`src/rtl/counter_up_nbit.sv`:
```
// Parameterised synchronous up counter with load, enable, programmable terminal value,
// and free-run/one-shot modes. It has a combinational carry for cascading instances.
module counter_up_nbit #(
    parameter int WIDTH = 3
) (
    input  logic             clk,
    input  logic             reset_in,
    input  logic             enable_in,
    input  logic             load_in,
    input  logic [WIDTH-1:0] d_in,
    input  logic [WIDTH-1:0] mod_in,
    input  logic             mode_in,
    output logic [WIDTH-1:0] count_out,
    output logic             carry_out,
    output logic             done_out
);

    generate
        if (WIDTH < 2 || WIDTH > 16) begin : g_width_check
            $error("counter_up_nbit: WIDTH must be in 2..16");
        end
    endgenerate

    typedef enum logic {
        RUN  = 1'b0,
        HALT = 1'b1
    } state_t;

    state_t           state_q;
    state_t           state_d;
    logic [WIDTH-1:0] count_d;
    logic             done_d;
    logic             at_term;

    // Terminal compare is exact equality, so an out-of-range count climbs through the natural wrap.
    assign at_term = (count_out == mod_in);

    always_comb begin
        state_d = state_q;
        count_d = count_out;
        done_d  = done_out;
        if (load_in) begin
            count_d = d_in;
            done_d  = 1'b0;
            state_d = RUN;
        end else if (state_q == RUN && enable_in) begin
            if (at_term) begin
                if (mode_in) begin
                    state_d = HALT;
                    done_d  = 1'b1;
                end else begin
                    count_d = '0;
                end
            end else begin
                count_d = count_out + WIDTH'(1);
            end
        end
    end

    always_ff @(posedge clk) begin
        if (reset_in) begin
            state_q   <= RUN;
            count_out <= '0;
            done_out  <= 1'b0;
        end else begin
            state_q   <= state_d;
            count_out <= count_d;
            done_out  <= done_d;
        end
    end

    // Carry is suppressed whenever this edge will not actually take the terminal transition.
    assign carry_out = enable_in & (state_q == RUN) & at_term & ~load_in & ~reset_in;

endmodule

```
`config.mk`:
```
export PLATFORM = sky130hd
export DESIGN_NAME = counter_up_nbit
export DESIGN_NICKNAME = d
export VERILOG_FILES = /design/src/rtl/counter_up_nbit.sv
export SDC_FILE = /design/constraint.sdc
export NUM_CORES = 1
export LEC_CHECK = 0
export ABC_AREA = 0
export CORE_AREA = 2 2 39 41
export CTS_BUF_LIST = sky130_fd_sc_hd__clkbuf_2 sky130_fd_sc_hd__clkbuf_4 sky130_fd_sc_hd__clkbuf_8
export CTS_CLUSTER_DIAMETER = 80
export DETAILED_ROUTE_END_ITERATION = 16
export DIE_AREA = 0 0 41 43
export GPL_TIMING_DRIVEN = 0
export MAX_ROUTING_LAYER = met4
export SLEW_MARGIN = 20
export SYNTH_ARGS = -nofsm -noshare
export SYNTH_HDL_FRONTEND = slang
export SYNTH_SLANG_ARGS = --single-unit
```
`constraint.sdc`:
```
create_clock -name clk -period 1.6 [get_ports clk]
set_input_delay 0.32 -clock clk [delete_from_list [all_inputs] [get_ports clk]]
set_output_delay 0.32 -clock clk [all_outputs]
set_load 0.02 [all_outputs]
```
==> reports/results.ini, run 1 <==
[setup_path]
path_class = reg2out
arrival_ns = 1.32
crit_buf_inv = 1
crit_path_max_fanout = 3
worstRegToRegCells = 5
crit_end = carry_out
required_ns = 1.28
crit_path_top_delay_cell = dfxtp_4
slowest_delay_ns = 0.36
critPathLaunch = count_out[2]
path_delay_family = simple AND/OR/NAND/NOR gates
r2r_slack_ns = 0.30
critical_path.startpoint_type = flip-flop
crit_cells = 4
r2r-end = count_out[1]
r2r_start = count_out[2]
end_kind = output port
crit_chain = xnor2_4 > and3_4 > nor4b_4 > buf_4

[power]
combPwrFrac_pct = 40.2
power_frac_seq_pct = 29.4
ir_drop_mv = 0.4119
clkPwrFrac_pct = 30.5
powerDensity_nw_per_um2 = 684.1
p_int_mw = 0.2891
leakage_nw = 0.2364
switchingPower_mw = 0.1234
p_sw_share_pct = 29.92

[synthesis]
netlist_area_um2 = 311.5
synth-seq-cells = 4
synth_cell_type_count = 24
syn_area_per_cell_um2 = 9.163
postSynthNetCount = 46
yosysWarningCount = 0
seq_area_frac_synth_pct = 25.70
syn_inst = 34

[final_layout]
final_common_cell = clkdlybuf4s50_1
multiInputGateArea_um2 = 277.8
seq_area_um2 = 91.34
fin_area_um2 = 603.1
final_cells = 74
drive_gt1_share_pct = 37.93
final_util_pct = 43.58
nets = 72
fill_cells = 151
areaGrowthSynthToFinish_pct = 93.57
final_cell_mix = 8 x clkdlybuf4s50_1, 7 x buf_4, 4 x dlygate4sd2_1
diodes = 0

[cts]
cts_buffer_depth = 2
clock-root-buffer = clkbuf_4
cts_tree = done
holdBufCountCts = 0
htree_levels = 1
cts_sinks = 4
numCtsBuffers = 3
clk_latency_ns = 0.24
clk_pin_slew_ns = 0.04

[place]
place_area_um2 = 490.5
place_congestion = 0.7206
dpl.cell_count = 65
numPortBuffers = 15
place_hpwl_um = 593.4

[detailed_routing]
drt_iter0_markers = 2
final_antenna_net_count = 0
routed_via_density = 5.122
routed_wl_um = 932
drc = 0
avgRoutedWirePerCell_um = 12.59
vias = 379
firstDrtPassIters = 2

[sta]
fin_crit_sh_pct = 102.2
fmax_mhz = 611.4
setup_violations = 1
tightestPinTransition_ns = 0.3347
hold_viol = 0
fin_ws_ns = -0.03569
drv_slew = 0
max_slew_margin_pct = 77.69
period_needed_ns = 1.636
rsz0062_at_grt = true
fin_skew_ns = 0.003021
hold_slack_ns = 0.5581

[floorplanning]
fp.dieH_um = 43
core-area_um2 = 1384
start_util_pct = 22.51
die_w_um = 41
dieArea_um2 = 1763
io_pins = 16
fp-row-count = 14

[grt]
grtUsageTotal_pct = 14.81
grt_pass1_vias = 409
antenna_found_initial = 0
grt_max_degree = 9
grt.overflow.total = 0
grt_pass1_wl_um = 1676

[run]
max_cap_viol_count = 0

[worst_hold_path]
hold_class = in2reg
min_path_cells = 2

[status]
status = finished with violations
violations = setup timing

==> metal layers <==
metal	vias up	routed length, µm	global-route usage (%)
met5	-	0	-
met4	0	0	6.000
met3	0	52	6.283
met2	15	496	22.19
met1	180	383	16.72
li1	184	-	-
==> power by group through the flow <==
stage	clock, mW	combinational, mW	sequential [mW]
floorplan	0	0.0557	0.130
global placement	0	0.121	0.122
detailed placement	0	0.122	0.122
CTS	0.131	0.157	0.119
global route	0.142	0.179	0.122
finish	0.126	0.166	0.121
==> worst min path at each step <==
| stage | to | startpoint | slack (ns) |
|---|---|---|---|
| 2_1_floorplan | count_out[1] | reset_in | 0.39 |
| 3_3_place_gp | state_q | state_q | 0.55 |
| 3_5_place_dp | state_q | state_q | 0.56 |
| 4_1_cts | count_out[1] | reset_in | 0.56 |
| 5_1_grt | count_out[1] | reset_in | 0.58 |
| 6_report | count_out[1] | reset_in | 0.56 |
==> worst reg2reg max path: stages, from the launching register on <==
cell	delay [ns]
dfxtp_4	0.36
xnor2_4	0.17
and3_4	0.20
buf_4	0.13
nand3_2	0.07
a311oi_2	0.26
==> area by class of cell <==
type | instances | share of cell area, %
Multi-Input combinational cell | 29 | 46.06
Clock buffer | 3 | 3.734
Sequential cell | 4 | 15.15
Inverter | 1 | 0.6224
Timing Repair Buffer | 21 | 31.12
Tap cell | 16 | 3.320
==> cell usage after synthesis <==
cell	count	area, µm²
ha_1	1	12.51
nand3_2	1	10.01
a211o_1	1	8.760
a31oi_1	1	6.260
a21o_2	1	8.760
a311oi_2	1	15.01
nand3_1	1	5.000
nor3_1	1	5.000
nand2_1	2	7.510
and3_1	1	6.260
nand2b_1	1	6.260
nor2b_1	3	18.77
and3_4	1	11.26
o2111ai_1	1	8.760
o211ai_1	2	15.01
nor3b_1	1	7.510
a21oi_1	2	10.01
xnor2_1	3	26.28
inv_1	1	3.750
nand3b_1	1	7.510
a211oi_1	1	7.510
nor4b_2	1	15.01
a311oi_1	1	8.760
dfxtp_1	4	80.08
==> registers in the layout (all words and copies together) (netlist names) <==
| name | cells |
|---|---|
| state_q | 1 |
| count_out | 3 |
==> through the flow <==
stage	TNS (ns)	power (mW)	setup WS [ns]
6_report	-0.03569	0.4126	-0.03569
3_5_place_dp	-1.072	0.2437	-0.8362
3_3_place_gp	-1.015	0.2430	-0.8178
4_1_cts	-0.01870	0.4068	-0.01870
5_1_grt	-0.1070	0.4437	-0.1070
2_1_floorplan	0	0.1855	0.01347
==> logic make-up (layout without fill, tap and decap cells) <==
kind of cell | Yosys count | count (layout) | synth area share [%]
AND/OR/NAND/NOR | 14 | 14 | 32.13
XOR/XNOR | 3 | 3 | 8.435
buffers and inverters | 1 | 25 | 1.204
flip-flops | 4 | 4 | 25.70
adder cells (fa/ha/maj) | 1 | 1 | 4.015
AO/OA/AOI/OAI | 11 | 11 | 28.52
==> repair_timing <==
item / CTS / global route
buffers inserted: 6 / 0
pin swaps: 3 / 1
endpoints found under the setup margin: 3 / 1
cloned: 0 / 0
gates resized for setup: 24 / 1
(Power assumes the default switching activity.)
==> inputs of run 2 (changes only) <==
--- a/config.mk
+++ b/config.mk
@@ -13,7 +13,7 @@
 export DIE_AREA = 0 0 41 43
 export GPL_TIMING_DRIVEN = 0
 export MAX_ROUTING_LAYER = met4
-export SLEW_MARGIN = 20
+export SETUP_SLACK_MARGIN = 0.3
 export SYNTH_ARGS = -nofsm -noshare
 export SYNTH_HDL_FRONTEND = slang
 export SYNTH_SLANG_ARGS = --single-unit
==> run 2 against run 1 <==
  * The flow still finishes with violations (setup timing)
  * Clock skew is 0.0044 ns higher
  * Clock-buffer cell count is 1 higher
  * Clock power is 36% higher
  * Setup slack better by 0.013 ns
  * Critical path depth is 1 higher
  * Flip-flop and latch count stayed put
  * Global-route usage is 2.3 points lower
  * First-iteration DRC count grew to 3.0 times the previous value
  * Utilization is 0.18 points lower
  * Sequential power hardly changed
  * Combinational power is 5% lower
  * Critical endpoint unchanged
==> reports/results.ini, run 2 (synthesized netlist as in run 1, its figures left out) <==
[final_layout]
seq_area_um2 = 91.34  ; unchanged
final_common_cell = buf_4
drive_gt1_share_pct = 42.37  ; +4.4 points
reg_top3 = count_out: 3 flops, state_q: 1 flops
final_cells = 75  ; +1.4%
multiInputGateArea_um2 = 277.8  ; unchanged
largest_register = count_out
areaGrowthSynthToFinish_pct = 92.77
nets = 72  ; unchanged
fill_cells = 147  ; -2.6%
largest_reg_flops = 3  ; unchanged
diodes = 0  ; unchanged
final_cell_mix = 7 x buf_4, 5 x clkdlybuf4s50_1, 4 x clkbuf_4, 4 x dlygate4sd2_1

[setup_path]
end_kind = output port
crit_path_max_fanout = 3  ; unchanged
crit_path_top_delay_cell = dlygate4sd2_1
crit_buf_inv = 2  ; +1
arrival_ns = 1.30  ; -0.02 ns
path_delay_family = buffers and inverters
path_class = in2out
slowest_delay_ns = 0.27  ; -0.09 ns
crit_chain = dlygate4sd2_1 > xnor2_2 > and3_4 > nor4b_4 > buf_4
critical_path.startpoint_type = input pin
required_ns = 1.28  ; about the same

[power]
p_int_mw = 0.3112  ; +7.6%
ir_drop_mv = 0.2696  ; -35%
leakage_nw = 0.2446  ; +3.5%
switchingPower_mw = 0.1388  ; +12%
p_sw_share_pct = 30.85  ; +0.93 points
powerDensity_nw_per_um2 = 749.3  ; +9.5%
clkPwrFrac_pct = 37.9  ; +7.4 points
power_frac_seq_pct = 26.9  ; -2.5 points
combPwrFrac_pct = 35.2  ; -5.0 points

[sta]
fin_skew_ns = 0.007446  ; +0.004425 ns
hold_viol = 0  ; unchanged
fin_crit_sh_pct = 101.4  ; -0.79 points
period_needed_ns = 1.623  ; -0.01260 ns
drv_slew = 0  ; unchanged
setup_violations = 1  ; unchanged
rsz0062_at_grt = true
tightestPinTransition_ns = 0.3464  ; +0.01170 ns
fin_ws_ns = -0.02309  ; +0.01260 ns
max_slew_margin_pct = 76.91  ; -0.78 points
hold_slack_ns = 0.5609  ; +0.002725 ns
fmax_mhz = 616.1  ; +0.78%

[floorplanning]
dieArea_um2 = 1763  ; unchanged
start_util_pct = 22.51  ; unchanged
core-area_um2 = 1384  ; unchanged
die_w_um = 41  ; unchanged
fp.dieH_um = 43  ; unchanged
fp-row-count = 14  ; unchanged
io_pins = 16  ; unchanged

[detailed_routing]
drt_iter0_markers = 6  ; +4
routed_wl_um = 942  ; +1.1%
avgRoutedWirePerCell_um = 12.56  ; -0.27%
final_antenna_net_count = 0  ; unchanged
routed_via_density = 5.027  ; -1.9%
vias = 377  ; -0.53%
drc = 0  ; unchanged
firstDrtPassIters = 4  ; +2

[grt]
grt.overflow.total = 0  ; unchanged
grt_pass1_vias = 349  ; -15%
antenna_found_initial = 0  ; unchanged
grt_max_degree = 9  ; unchanged
grtUsageTotal_pct = 12.54  ; -2.3 points
grt_pass1_wl_um = 1414  ; -16%

[status]
violations = setup timing
status = finished with violations

[cts]
clock-root-buffer = clkbuf_4
cts_tree = done
cts_buffer_depth = 2  ; unchanged
holdBufCountCts = 0  ; unchanged
cts_sinks = 4  ; unchanged
clk_latency_ns = 0.25  ; about the same
clk_pin_slew_ns = 0.05  ; about the same
numCtsBuffers = 3  ; unchanged
htree_levels = 1  ; unchanged

[place]
dpl.cell_count = 65  ; unchanged
place_congestion = 0.7302  ; +1.3%
place_hpwl_um = 639  ; +7.7%
numPortBuffers = 15  ; unchanged

[run]
max_cap_viol_count = 0  ; unchanged

[worst_hold_path]
hold_class = reg2reg

-- run 2: changes by cell type in the layout (fill, tap and decap cells not counted) --
cell / previous run / this run
clkdlybuf4s50_1: 8 / 5
clkbuf_2: 0 / 2
clkbuf_4: 3 / 4
clkdlybuf4s15_1: 2 / 3
-- run 2: routing by layer --
layer / vias to the layer above / wire length [µm] / GRT usage (%)
li1: 186 / - / -
met1: 173 / 407 / 16.35
met2: 14 / 423 / 15.63
met3: 4 / 87 / 3.141
met4: 0 / 24 / 10.00
met5: - / 0 / -
-- run 2: area by class of cell --
type                            instances  area share [%]
Multi-Input combinational cell         29           46.25
Inverter                                1          0.6250
Sequential cell                         4           15.21
Tap cell                               16           3.333
Timing Repair Buffer                   21           29.58
Clock buffer                            4           5.000
-- run 2: metrics by stage --
step / util (%) / area (µm²) / setup WS (ns) / power (mW) / TNS [ns]
6_report: 43.40 / 600.6 / -0.02309 / 0.4500 / -0.02309
5_1_grt: 43.40 / 600.6 / -0.07706 / 0.4710 / -0.07706
4_1_cts: 41.77 / 578.1 / -0.05933 / 0.4386 / -0.05933
3_5_place_dp: 37.34 / 516.7 / -0.7817 / 0.2523 / -0.9845
3_3_place_gp: 37.34 / 516.7 / -0.7915 / 0.2518 / -0.9641
2_1_floorplan: - / 346.6 / 0.1957 / 0.1924 / 0
-- run 2: tightest hold or removal path, stage by stage, from the launching register on --
cell     delay, ns
dfxtp_1       0.32
a31oi_1       0.14
nor3_1        0.05
-- run 2: final timing paths --
path | startpoint | to | slack (ns) | cells past startpoint
max reg2reg | count_out[1] | count_out[2] | 0.30 | 6
min reg2reg | state_q | state_q | 0.56 | 2
max | mod_in[0] | carry_out | -0.02 | 5
min | state_q | state_q | 0.56 | 2
-- run 2: power groups by stage --
stage | Combinational (mW) | Clock [mW] | Sequential (mW)
4_1_cts | 0.146 | 0.174 | 0.119
2_1_floorplan | 0.0602 | 0 | 0.132
5_1_grt | 0.169 | 0.179 | 0.123
3_5_place_dp | 0.128 | 0 | 0.125
3_3_place_gp | 0.127 | 0 | 0.125
6_report | 0.158 | 0.171 | 0.121
-- run 2: repair_timing --
item,in CTS,in global routing
hold endpoints to repair,0,0
setup buffers,5,1
setup endpoints to repair,9,5
gates resized for setup,16,9
pin swaps,3,4
